[src/rtl/dmem_access_unit_if.sv]
// Bundle of the MEM-stage request/response signals and the data-memory port
// driven by dmem_access_unit. slave = the access unit, master = its environment.
interface dmem_access_unit_if;
  logic        req;
  logic        we;
  logic [1:0]  size;
  logic        sign_ext;
  logic [31:0] addr;
  logic [31:0] wdata;
  logic        ready;
  logic        done;
  logic        err;
  logic [31:0] rdata;
  logic        mem_WE;
  logic [31:0] mem_WA;
  logic [31:0] mem_WD;
  logic [31:0] mem_RD;

  // Handshake: a request is taken on a rising clk edge where req=1 and ready=1;
  // req while ready=0 is dropped. done pulses for one cycle per accepted request,
  // with err and rdata valid in that same cycle.
  modport slave (
    input  req, we, size, sign_ext, addr, wdata, mem_RD,
    output ready, done, err, rdata, mem_WE, mem_WA, mem_WD
  );

  modport master (
    output req, we, size, sign_ext, addr, wdata, mem_RD,
    input  ready, done, err, rdata, mem_WE, mem_WA, mem_WD
  );
endinterface

[src/rtl/dmem_access_unit.sv]
// Byte-addressed load/store initiator for a word-only data memory: extracts and
// extends sub-word loads, and performs sb/sh as read-modify-write.
module dmem_access_unit #(
  parameter int MEM_WORDS = 1024
) (
  input  logic                 clk,
  input  logic                 rst_n,
  dmem_access_unit_if.slave    bus,
  output logic [2:0]           dbg_state
);

  typedef enum logic [2:0] {
    IDLE   = 3'd0,
    LOAD   = 3'd1,
    RMW_RD = 3'd2,
    WRITE  = 3'd3,
    DONE   = 3'd4
  } state_t;

  localparam logic [31:0] WORD_LIMIT = 32'(MEM_WORDS);

  state_t      state;
  logic        sx_q;
  logic [1:0]  size_q;
  logic [1:0]  off_q;
  logic [31:0] wdata_q;

  logic        req_bad;
  logic [7:0]  sel_byte;
  logic [15:0] sel_half;
  logic [31:0] load_val;
  logic [31:0] merged;

  assign dbg_state = state;

  always_comb begin
    req_bad = (bus.size == 2'b11)
           || (bus.size == 2'b01 && bus.addr[0])
           || (bus.size == 2'b10 && bus.addr[1:0] != 2'b00)
           || ({2'b00, bus.addr[31:2]} >= WORD_LIMIT);
  end

  // Lane select/merge works on the word currently addressed by mem_WA.
  always_comb begin
    sel_byte = 8'h00;
    merged   = bus.mem_RD;
    case (off_q)
      2'd0: begin sel_byte = bus.mem_RD[7:0];   merged[7:0]   = wdata_q[7:0]; end
      2'd1: begin sel_byte = bus.mem_RD[15:8];  merged[15:8]  = wdata_q[7:0]; end
      2'd2: begin sel_byte = bus.mem_RD[23:16]; merged[23:16] = wdata_q[7:0]; end
      default: begin sel_byte = bus.mem_RD[31:24]; merged[31:24] = wdata_q[7:0]; end
    endcase
    sel_half = off_q[1] ? bus.mem_RD[31:16] : bus.mem_RD[15:0];
    if (size_q == 2'b01) begin
      merged = bus.mem_RD;
      if (off_q[1]) merged[31:16] = wdata_q[15:0];
      else          merged[15:0]  = wdata_q[15:0];
    end
    case (size_q)
      2'b00:   load_val = {{24{sx_q & sel_byte[7]}}, sel_byte};
      2'b01:   load_val = {{16{sx_q & sel_half[15]}}, sel_half};
      default: load_val = bus.mem_RD;
    endcase
  end

  always_ff @(posedge clk or negedge rst_n) begin
    if (!rst_n) begin
      state      <= IDLE;
      bus.ready  <= 1'b1;
      bus.done   <= 1'b0;
      bus.err    <= 1'b0;
      bus.rdata  <= 32'h0;
      bus.mem_WE <= 1'b0;
      bus.mem_WA <= 32'h0;
      bus.mem_WD <= 32'h0;
      sx_q       <= 1'b0;
      size_q     <= 2'b00;
      off_q      <= 2'b00;
      wdata_q    <= 32'h0;
    end else begin
      case (state)
        IDLE: begin
          if (bus.req) begin
            sx_q       <= bus.sign_ext;
            size_q     <= bus.size;
            off_q      <= bus.addr[1:0];
            wdata_q    <= bus.wdata;
            bus.mem_WA <= {2'b00, bus.addr[31:2]};
            bus.ready  <= 1'b0;
            if (req_bad) begin
              state    <= DONE;
              bus.done <= 1'b1;
              bus.err  <= 1'b1;
            end else if (!bus.we) begin
              state <= LOAD;
            end else if (bus.size == 2'b10) begin
              state      <= WRITE;
              bus.mem_WE <= 1'b1;
              bus.mem_WD <= bus.wdata;
            end else begin
              state <= RMW_RD;
            end
          end
        end
        LOAD: begin
          bus.rdata <= load_val;
          bus.done  <= 1'b1;
          state     <= DONE;
        end
        RMW_RD: begin
          bus.mem_WD <= merged;
          bus.mem_WE <= 1'b1;
          state      <= WRITE;
        end
        WRITE: begin
          bus.mem_WE <= 1'b0;
          bus.done   <= 1'b1;
          state      <= DONE;
        end
        DONE: begin
          bus.done  <= 1'b0;
          bus.err   <= 1'b0;
          bus.ready <= 1'b1;
          state     <= IDLE;
        end
        default: begin
          bus.mem_WE <= 1'b0;
          bus.done   <= 1'b0;
          bus.err    <= 1'b0;
          bus.ready  <= 1'b1;
          state      <= IDLE;
        end
      endcase
    end
  end

endmodule

[src/flat_wrapper.sv]
// flat-port wrapper written by rule: the top's interface ports become plain ports
module dmem_access_unit_flat 
#(
  parameter int MEM_WORDS = 1024
)
  (clk, rst_n, dbg_state, bus_req, bus_we, bus_size, bus_sign_ext, bus_addr, bus_wdata, bus_mem_RD, bus_ready, bus_done, bus_err, bus_rdata, bus_mem_WE, bus_mem_WA, bus_mem_WD);
  dmem_access_unit_if bus_i ();
  input  logic clk;
  input  logic rst_n;
  output logic [2:0] dbg_state;
  input wire logic [$bits(bus_i.req)-1:0] bus_req;
  input wire logic [$bits(bus_i.we)-1:0] bus_we;
  input wire logic [$bits(bus_i.size)-1:0] bus_size;
  input wire logic [$bits(bus_i.sign_ext)-1:0] bus_sign_ext;
  input wire logic [$bits(bus_i.addr)-1:0] bus_addr;
  input wire logic [$bits(bus_i.wdata)-1:0] bus_wdata;
  input wire logic [$bits(bus_i.mem_RD)-1:0] bus_mem_RD;
  output wire logic [$bits(bus_i.ready)-1:0] bus_ready;
  output wire logic [$bits(bus_i.done)-1:0] bus_done;
  output wire logic [$bits(bus_i.err)-1:0] bus_err;
  output wire logic [$bits(bus_i.rdata)-1:0] bus_rdata;
  output wire logic [$bits(bus_i.mem_WE)-1:0] bus_mem_WE;
  output wire logic [$bits(bus_i.mem_WA)-1:0] bus_mem_WA;
  output wire logic [$bits(bus_i.mem_WD)-1:0] bus_mem_WD;
  assign bus_i.req = bus_req;
  assign bus_i.we = bus_we;
  assign bus_i.size = bus_size;
  assign bus_i.sign_ext = bus_sign_ext;
  assign bus_i.addr = bus_addr;
  assign bus_i.wdata = bus_wdata;
  assign bus_i.mem_RD = bus_mem_RD;
  assign bus_ready = bus_i.ready;
  assign bus_done = bus_i.done;
  assign bus_err = bus_i.err;
  assign bus_rdata = bus_i.rdata;
  assign bus_mem_WE = bus_i.mem_WE;
  assign bus_mem_WA = bus_i.mem_WA;
  assign bus_mem_WD = bus_i.mem_WD;
  dmem_access_unit #(.MEM_WORDS(MEM_WORDS)) u_core (.clk(clk), .rst_n(rst_n), .bus(bus_i), .dbg_state(dbg_state));
endmodule
[config.mk]
export PLATFORM = sky130hd
export DESIGN_NAME = dmem_access_unit_flat
export DESIGN_NICKNAME = d
export VERILOG_FILES = /design/src/rtl/dmem_access_unit_if.sv /design/src/rtl/dmem_access_unit.sv /design/src/flat_wrapper.sv
export SDC_FILE = /design/constraint.sdc
export NUM_CORES = 1
export LEC_CHECK = 0
export CORE_MARGIN = 3
export CORE_UTILIZATION = 24
export DETAILED_ROUTE_END_ITERATION = 12
export PLACE_DENSITY_LB_ADDON = 0.15
export SLEW_MARGIN = 10
export SYNTH_ARGS = -nofsm -noshare
export SYNTH_HDL_FRONTEND = slang
export SYNTH_SLANG_ARGS = --single-unit
export TNS_END_PERCENT = 20
[constraint.sdc]
create_clock -name clk -period 2.5 [get_ports clk]
set_clock_uncertainty 0.05 [all_clocks]
set_input_delay 0.375 -clock clk [delete_from_list [all_inputs] [get_ports clk]]
set_output_delay 0.375 -clock clk [all_outputs]
set_load 0.01 [all_outputs]
==> reports/metrics.yaml <==
status:
  outcome: "finished clean"
place:
  placed_instance_area_um2: 8721
  gp_routability_congestion: 0.8196
  io_buffer_count: 203
  hpwlAfterDp_mm: 16.96
cells_and_area:
  design.final.nets: 895
  share_of_post_route_cells_with_drive_strength_above_1_pct: 17.76
  final_core_util_pct: 36.71
  layout.cell_area.non_filler_um2: 9350
  diodes: 0
  synthToLayoutAreaGrowth_pct: 48.33
floorplanning:
  die_area_um2: 28250
  rows: 58
  pin_count: 206
  die_outline_width_um: 168.1
  chipHeight_um: 168.1
  start_util_pct: 24.75
  core-area_um2: 25470
route:
  drt-pass1-iter-count: 4
  detail_route.vias_per_cell: 4.749
  drt_wl_total_mm: 22.54
  routed-via-count: 5390
  post-route-drc-count: 0
  drt_first_iter_violations: 354
  routed_wire_length_per_instance_um: 19.86
  ant_nets: 0
worst_setup_path:
  crit_required_ns: 2.75
  r2r-end: "u_core.bus.mem_WD[4]"
  worst_path_arrival_ns: 2.42
  path_max_fanout: 21
  rrSetupSlack_ns: 0.33
  crit-reg2reg-launch: "u_core.off_q[1]"
  timing.critical_path.to_type: "flip-flop"
  startpoint_type_of_the_worst_setup_path: "flip-flop"
  timing.reg2reg.worst_path_depth: 5
  crit_type: "flip-flop to flip-flop"
clocking:
  h-tree-depth: 4
  clkTransAtPathRegs_ns: 0.06
  cts_tree: "built"
  clock_sinks: 122
  clk_root_buffer_cell: "clkbuf_16"
  ctsResizeCount: 0
  clockBufferDepth: 2
  clkLatencyLatePin_ns: 0.41
  cts-buffers-inserted: 17
grt:
  first_global_vias: 5743
  antenna_found_initial: 1
  globalRouteOverflowTotal: 0
  grt_util_all_layers_pct: 15.99
  wire_length_of_the_first_global_routing_pass_mm: 35.07
  pin_count_of_the_biggest_net_entering_global_routing: 65
sta:
  slew_headroom_pct: 54.45
  timing.fmax_ghz: 0.4615
  setup_violations: 0
  setup_repair_after_global_routing_missed_its_margin: "false"
  tightest_slew_ns: 0.6833
  final.period_utilization_pct: 86.68
  drv_slew: 0
  report.final.hold_viol_count: 0
  setup-tns-final_ns: 0
  layout_min_cycle_time_ns: 2.167
synth:
  synth_xor_area_share_pct: 0
  syn-cell-area_um2: 6304
  post_synth_and_or_nand_nor_area_fraction_pct: 12.43
  synthesis.yosys.warnings: 0
  ys_types: 47
  synth.yosys.seq_area_share_pct: 48.45
  top_area_cells_in_the_synthesized_netlist: "dfrtp_1, mux2_2, mux2i_1"
  syn-mean-instance-area_um2: 10.65
  primary_flip_flop_cell_chosen_by_synthesis_mapping: "dfrtp_1"
  synth.largest_area_cell: "dfrtp_1"
  synth_compound_gate_area_share_pct: 12.76
  yosys.area.top_type_share_pct: 48.03
  netlist_instances: 592
  synth.ff_latch_count: 122
  synth_enable_flop_cells: 0
  async_reset_ff_share_pct: 100.0
  synth_top_family_by_area: "multiplexers"
  synth.area.mux_share_pct: 21.04
  synthAdderAreaFrac_pct: 0
worst_hold_path:
  holdCritPathClass: "flip-flop to flip-flop"
  hold_start: "u_core.bus.rdata[4]"
  hold_path_end: "u_core.bus.rdata[4]"
  cell_depth_of_the_worst_min_delay_path: 2
power:
  static-leakage-power_nw: 4.052
  power.density_nw_per_um2: 701.3
  power.ir.vdd_worst_mv: 0.3852
run:
  max_cap_violations: 0
## cell usage after synthesis, types with 2 or more instances
| cell type | count |
|---|---|
| nor2b_1 | 3 |
| mux2i_1 | 41 |
| nor2_2 | 2 |
| mux2_1 | 2 |
| o22a_1 | 5 |
| nand3_1 | 37 |
| o22ai_1 | 6 |
| buf_6 | 3 |
| nor2_1 | 23 |
| o21ai_1 | 21 |
| o31ai_1 | 6 |
| and2_1 | 7 |
| nand2b_1 | 6 |
| o21a_1 | 2 |
| a22o_1 | 2 |
| a21oi_1 | 39 |
| clkbuf_1 | 16 |
| buf_12 | 2 |
| nor4_1 | 3 |
| o21ai_0 | 7 |
| inv_1 | 15 |
| nand2_1 | 62 |
| a21oi_4 | 2 |
| nor4_2 | 2 |
| inv_2 | 2 |
| and3_1 | 7 |
| a211oi_1 | 28 |
| mux2_2 | 56 |
| buf_4 | 4 |
| dfrtp_1 | 121 |
| nor3_1 | 4 |
| buf_2 | 20 |
| mux2_4 | 16 |
| a22oi_1 | 7 |
## cells in the final DEF (no fill, tap or decap), types with 4 or more instances in the layout
master / instances
o31ai_1: 6
mux2i_1: 41
mux2_2: 56
clkdlybuf4s50_1: 202
clkbuf_16: 17
inv_1: 15
o22ai_1: 6
a22oi_1: 7
a211oi_1: 28
o21ai_0: 7
a21oi_1: 39
and3_1: 7
nand3_1: 37
nor2_1: 23
mux2_4: 16
and2_1: 7
nor3_1: 4
buf_4: 18
buf_12: 5
o21ai_1: 21
dfrtp_1: 121
nand2b_1: 5
o22a_1: 5
nand2_1: 61
## registers in the layout, indices dropped and copies added (netlist names), 2 cells and up
register           count
u_core.dbg_state       3
u_core.wdata_q        16
u_core.size_q          2
u_core.off_q           2
u_core.bus.mem_WA     30
u_core.bus.mem_WD     32
u_core.bus.rdata      32
## kinds of logic after synthesis
group           Yosys count
simple gates            163
compound gates          127
flops                   122
mux                     116
buf+inv                  63
other cells               1
## layout make-up
type	instances	area (µm²)
fill	2534	16120
sequential	122	3054
multi-input combinational	408	2933
timing repair buffer	226	2267
clock buffer	19	452.9
tap	330	412.9
clock inverter	13	166.4
inverter	17	63.81
## per-layer routing
layer	vias to the layer above	GRT usage, %	wire length [µm]
li1	2513	-	-
met1	2653	21.07	9885
met2	204	25.38	10430
met3	18	5.635	1964
met4	2	3.664	247
met5	-	0	7
## repair_timing
action                    in CTS  in global routing
buffers inserted               0                  0
hold endpoints to repair      37                  0
hold buffers                   1                  0
## report_power, final
part / switching (mW) / leakage (nW) / internal, mW
clock network: 0.969 / 0.296 / 1.63
logic: 0.692 / 2.38 / 0.863
registers: 0.193 / 1.38 / 2.21
## through the flow
stage | instances | total power, mW | setup slack (ns) | hold slack (ns)
finish | 1135 | 6.557 | 0.3331 | 0.4389
global route | 1135 | 6.886 | 0.2023 | 0.4650
CTS | 1135 | 6.658 | 0.3306 | 0.4377
detailed placement | 1102 | 4.003 | 0.1102 | 0.3721
global placement | 1102 | 3.986 | 0.1470 | 0.3759
floorplan | 593 | 3.133 | 0.7325 | 0.02941
## critical path, cell delays in order, from the launching register on
cell and delay (ns):
dfrtp_1 0.63, buf_4 0.30, a21oi_4 0.33, mux2i_1 0.37
o21ai_1 0.10, mux2_4 0.27
## worst max path at each step
stage,start,to,slack (ns),depth (start not counted)
floorplan,u_core.dbg_state[1],u_core.bus.mem_WA[10],0.73,5
finish,u_core.off_q[1],u_core.bus.mem_WD[4],0.33,5
CTS,u_core.off_q[1],u_core.bus.mem_WD[4],0.33,5
global route,u_core.off_q[1],u_core.bus.mem_WD[26],0.20,6
global placement,bus_addr[15],u_core.bus.mem_WD[0],0.15,7
detailed placement,bus_addr[15],u_core.bus.mem_WD[0],0.11,7
Note: power is estimated with default switching activity, not from simulation.
